==> src/rtl/sipo_stream.sv <==
// Serial-in/parallel-out packer: gathers N/M words of M bits into one N-bit block,
// double buffered so a full block can drain while the next one is assembled.
module sipo_stream #(
  parameter int N            = 1344,
  parameter int M            = 64,
  parameter int FIRST_AT_MSB = 0
) (
  input  logic                          clk,
  input  logic                          rst_n,
  input  logic                          clear,
  input  logic                          flush,
  input  logic                          in_valid,
  output logic                          in_ready,
  input  logic [M-1:0]                  in_data,
  output logic                          out_valid,
  input  logic                          out_ready,
  output logic [N-1:0]                  out_data,
  output logic [$clog2(N/M+1)-1:0]      out_words
);

  localparam int WORDS = N / M;
  localparam int CW    = $clog2(WORDS);
  localparam int OW    = $clog2(WORDS + 1);

  if ((N % M) != 0 || (N / M) < 2) begin : g_bad_params
    $error("sipo_stream: N must be a multiple of M with at least two words per block");
  end

  logic [CW-1:0] cnt_r;
  logic [N-1:0]  buf_r;
  logic          flush_pend_r;
  logic          out_valid_r;
  logic [N-1:0]  out_data_r;
  logic [OW-1:0] out_words_r;

  logic          busy_s;
  logic          last_slot_s;
  logic          flush_req_s;
  logic          ready_s;
  logic          accept_s;
  logic [OW-1:0] fill_s;
  logic          complete_s;
  logic          pend_nxt_s;
  int            slot_s;
  logic [N-1:0]  buf_s;

  // Handshake, fill and completion decode; a flush stalls input like a completing word.
  always_comb begin
    busy_s      = out_valid_r & ~out_ready;
    last_slot_s = (cnt_r == CW'(WORDS - 1));
    flush_req_s = flush | flush_pend_r;
    ready_s     = ~(busy_s & (last_slot_s | flush_req_s)) & ~clear;
    accept_s    = in_valid & ready_s;
    fill_s      = OW'(cnt_r) + OW'(accept_s);
    complete_s  = ~clear & ~busy_s &
                  ((accept_s & last_slot_s) | (flush_req_s & (fill_s != OW'(0))));
    pend_nxt_s  = ~clear & ~complete_s & flush_req_s & (fill_s != OW'(0));
  end

  // Merge the accepted word into its slot of the assembly buffer.
  always_comb begin
    buf_s  = buf_r;
    slot_s = (FIRST_AT_MSB != 0) ? (WORDS - 1 - int'(cnt_r)) : int'(cnt_r);
    if (accept_s) begin
      buf_s[slot_s*M +: M] = in_data;
    end else begin
      buf_s = buf_r;
    end
  end

  // Assembly state and output register; clear overrides every concurrent event.
  always_ff @(posedge clk or negedge rst_n) begin
    if (!rst_n) begin
      cnt_r        <= CW'(0);
      buf_r        <= '0;
      flush_pend_r <= 1'b0;
      out_valid_r  <= 1'b0;
      out_data_r   <= '0;
      out_words_r  <= OW'(0);
    end else if (clear) begin
      cnt_r        <= CW'(0);
      buf_r        <= '0;
      flush_pend_r <= 1'b0;
      out_valid_r  <= 1'b0;
      out_data_r   <= '0;
      out_words_r  <= OW'(0);
    end else if (complete_s) begin
      cnt_r        <= CW'(0);
      buf_r        <= '0;
      flush_pend_r <= 1'b0;
      out_valid_r  <= 1'b1;
      out_data_r   <= buf_s;
      out_words_r  <= fill_s;
    end else begin
      cnt_r        <= CW'(fill_s);
      buf_r        <= buf_s;
      flush_pend_r <= pend_nxt_s;
      out_valid_r  <= out_valid_r & ~out_ready;
      out_data_r   <= out_data_r;
      out_words_r  <= out_words_r;
    end
  end

  assign in_ready  = ready_s;
  assign out_valid = out_valid_r;
  assign out_data  = out_data_r;
  assign out_words = out_words_r;

endmodule

==> config.mk <==
export PLATFORM = sky130hd
export DESIGN_NAME = sipo_stream
export DESIGN_NICKNAME = d
export VERILOG_FILES = /design/src/rtl/sipo_stream.sv
export SDC_FILE = /design/constraint.sdc
export NUM_CORES = 2
export LEC_CHECK = 0
export BUFFER_PORTS_ARGS = -buffer_cell sky130_fd_sc_hd__buf_2
export CORE_AREA = 2 2 546 548
export CTS_BUF_LIST = sky130_fd_sc_hd__clkbuf_16
export DETAILED_ROUTE_END_ITERATION = 7
export DIE_AREA = 0 0 548 550
export GPL_TIMING_DRIVEN = 0
export PLACE_DENSITY = 0.52
export RECOVER_POWER = 50
export SLEW_MARGIN = 10
export SYNTH_ARGS = -nofsm -noshare
export SYNTH_HDL_FRONTEND = slang
export SYNTH_SLANG_ARGS = --single-unit
==> constraint.sdc <==
create_clock -name clk -period 4.6 [get_ports clk]
set_input_delay 0.92 -clock clk [delete_from_list [all_inputs] [get_ports clk]]
set_output_delay 0.92 -clock clk [all_outputs]
set_load 0.03 [all_outputs]
==> results.py <==
metrics = {
    "run_status": {
        "outcome": "complete, but fails checks",
        "violations": "capacitance limit, slew limit, setup timing",
    },
    "setup_path": {
        "crit_chain": "buf_2 > buf_1 > clkbuf_1 > clkbuf_1 > nand4_1 > nor3_1 > a21oi_1 > o21ai_0",
        "crit_path_start_kind": "flip-flop",
        "reg2reg_depth": 8,
        "timing.critical_path.fanout_max": 10,
        "critical-path-top-cell-by-count": "clkbuf_1",
        "timing.critical_path.arrival_ns": 5.47,
        "worst-endpoint-required_ns": 5.46,
        "crit_path_max_cell_delay_ns": 0.96,
        "path_class": "flip-flop to flip-flop",
        "cp-end-kind": "flip-flop",
        "crit_path_top_delay_cell": "buf_1",
    },
    "power": {
        "internal_power_mw": 39.5,
        "pwr-share-comb": 0.149,
        "power.clock.fraction": 0.420,
        "power.switching_mw": 18.0,
        "ir_worst_vdd_mv": 0.286,
        "pwr_density_cell_nw_per_um2": 441,
        "leakage_power_nw": 59.4,
        "power.sequential.fraction": 0.432,
        "power.switching_fraction": 0.312,
    },
    "floorplan": {
        "die_w_um": 548,
        "die_height_um": 550,
        "start_util": 0.362,
        "boundaryPins": 1421,
        "coreArea_sq_um": 296000,
        "floorplan.die_area_sq_um": 301000,
        "row_count": 200,
    },
    "global_routing": {
        "vias_in_the_first_global_route": 90757,
        "grt_overflow": 0,
        "grt_overall_usage": 0.355,
        "grt_pass1_wl_um": 742000,
        "antenna_found_initial": 97,
        "grt_start_max_net_pins": 164,
    },
    "sta": {
        "final-hold-violation-count": 0,
        "maxSlewHeadroom": -1.33,
        "layout_setup_ws_ns": -0.00992,
        "worst_slew_pin_slew_ns": 3.50,
        "number_of_max_slew_violations_in_the_final_report": 816,
        "setup_repair_after_global_routing_missed_its_margin": "yes",
        "setup_viol_count_final": 1,
        "fmaxAchievable_ghz": 0.217,
        "hold_slack_ns": 0.328,
        "finalCritPeriodShare": 1.00,
        "skew_ns": 0.0498,
        "period_needed_ns": 4.61,
    },
    "place": {
        "placement.io_buffers": 1370,
        "dpl.hpwl_um": 421000,
        "gpl.final_weighted_congestion": 0.920,
        "dp.cells": 15858,
    },
    "finish": {
        "fillerInstances": 29239,
        "finish.net_count": 12309,
        "layout-area-overhead-vs-synth_pct": 21.8,
        "fin_cells": 16494,
        "drive_gt1_frac": 0.116,
    },
    "drt": {
        "remaining_drc_errors": 0,
        "antenna_left": 0,
        "detailedRoute.firstIterationViolations": 9551,
        "dr.pass1.iters": 6,
        "detail_route.wirelength_um": 549000,
        "avgRoutedWirePerCell_um": 33.3,
        "vias": 93347,
        "vias_per_cell": 5.66,
    },
    "synth": {
        "syn_inst": 10473,
        "yosysTopAreaCell": "dfrtp_1",
        "count_of_flip_flops_with_a_built_in_enable_after_synthesis": 0,
        "synthArstFlopShare": 1.00,
        "synth.top_cell.area_share": 0.631,
        "synth.ff_latch_count": 2700,
        "yosys.cell_count.top_type": "dfrtp_1",
        "post_synth_num_cell_types": 54,
        "synthesis.area_sq_um": 107000,
        "postSynth.topFlopCell": "dfrtp_1",
        "synth.avg_cell_area_sq_um": 10.2,
        "synth_sequential_area_ratio": 0.631,
        "syn_nets": 10547,
        "synth_top_cells_by_count": "dfrtp_1, nor2_1, nand3_1, o21ai_0, a21oi_1",
        "number_of_warnings_reported_in_the_yosys_synthesis_log": 0,
        "netlist_top_cells_area": "dfrtp_1, nor2_1, mux2i_1",
    },
    "clock_tree": {
        "clk_latency_ns": 0.96,
        "tritoncts": "yes",
        "cts-root-to-sink-buffers": 4,
        "ctsRootBufferMaster": "clkbuf_16",
        "cts_sinks": 2700,
        "path_clk_slew_ns": 0.07,
        "numCtsBuffers": 300,
        "cts_htree_levels": 5,
    },
    "flow_run": {
        "cap_viol_max_count": 6,
    },
    "worst_hold_path": {
        "whs_path_depth": 3,
        "min-delay-path-class": "input port to flip-flop",
    },
}
## placed cells by master, fill, tap and decap left out, drive strengths merged, types with 17 or more instances in the layout
cell type / instances
nor2b: 18
a21oi: 830
and3: 104
inv: 72
o21ai: 895
nand3: 963
dfrtp: 2700
a211oi: 454
clkinvlp: 17
clkbuf: 1981
nor4: 33
and2: 49
diode: 90
nor2: 2325
nor3: 323
clkinv: 124
nand2: 206
mux2i: 502
bufinv: 24
buf: 778
## path summary, 6_finish.rpt
kind                                       startpoint                         end  slack, ns
min in group asynchronous                       rst_n  out_data[1223]$_DFFE_PN0P_       0.37
worst max register to register     cnt_r[0]$_DFF_PN0_   out_data[853]$_DFFE_PN0P_      -0.01
worst min-delay path                        out_ready      flush_pend_r$_DFF_PN0_       0.33
worst min register to register  buf_r[1239]$_DFF_PN0_       buf_r[1239]$_DFF_PN0_       0.50
worst max-delay path               cnt_r[0]$_DFF_PN0_   out_data[853]$_DFFE_PN0P_      -0.01
max in group asynchronous                       rst_n         buf_r[95]$_DFF_PN0_       0.63
## registers in the layout, summed over array words and instances, names as in the netlist
register      flops
flush_pend_r      1
buf_r          1344
out_valid         1
cnt_r             5
out_words         5
out_data       1344
## stage by stage
| stage | instance area, sq um | worst slack [ns] | power, mW | utilization | setup TNS (ns) |
|---|---|---|---|---|---|
| after floorplan | 107000 | 0.848 | 29.1 | - | 0 |
| after CTS | 131000 | 0.00528 | 57.6 | 0.444 | 0 |
| after detailed placement | 121000 | -1.92 | 33.5 | 0.408 | -3470.58 |
| after global routing | 130000 | -0.0245 | 59.0 | 0.440 | -0.231 |
| final | 130000 | -0.00992 | 57.4 | 0.441 | -0.00992 |
| after global placement | 119000 | -57.84 | 33.3 | 0.402 | - |
## what timing repair did
action,CTS,global route
endpoints found under the hold margin,66,0
setup buffers,8,2
pin swaps,5,3
endpoints found under the setup margin,2699,2598
resized for setup,294,305
gates cloned,2,2
hold buffers,1,0
## worst max-delay path, delay by kind of cell, from the launching register on
kind / cells / cell delay (ns)
AO/OA/AOI/OAI: 2 / 0.31
flip-flops: 1 / 0.35
buffers and inverters: 4 / 2.41
AND/OR/NAND/NOR: 2 / 1.45
## cell type report
cell class,count,area (sq um),share of cell area
clock inverter,229,2040,0.0156
clock buffer,303,7580,0.0582
antenna,90,225,0.00173
buffer,997,5410,0.0415
multi-input combinational,6767,35300,0.271
sequential,2700,67600,0.518
tap,3939,4930,0.0378
inverter,8,32.5,0.000250
timing repair buffer,1461,7250,0.0557
## power by group through the flow
stage          Clock, mW  Combinational, mW  Sequential (mW)
6_report            24.1               8.53             24.8
5_1_grt             25.3               8.92             24.8
4_1_cts             24.3               8.52             24.8
3_5_place_dp           0               8.29             25.2
3_3_place_gp           0               7.99             25.3
2_1_floorplan          0               2.97             26.2
## per-layer routing
layer,track usage,wire [um],part of all wire
met1,0.433,204000,0.37
met4,0.216,39000,0.071
met5,0,126,0.00023
met3,0.109,57800,0.11
met2,0.553,248000,0.45
## logic make-up (layout without fill, tap and decap cells)
family                     Yosys count  after routing  share of synthesized area
AOI/OAI and AO/OA                 2200           2200                      0.116
adders and majority gates            4              4                   0.000468
other                                0             90                          0
muxes                              502            502                     0.0470
buffers and inverters             1006           2998                     0.0408
and+or+nand+nor                   4052           4052                      0.164
xor gates and xnor gates             9              9                   0.000877
DFF                               2700           2700                      0.631
No activity file was read; power rests on OpenSTA's default activity.
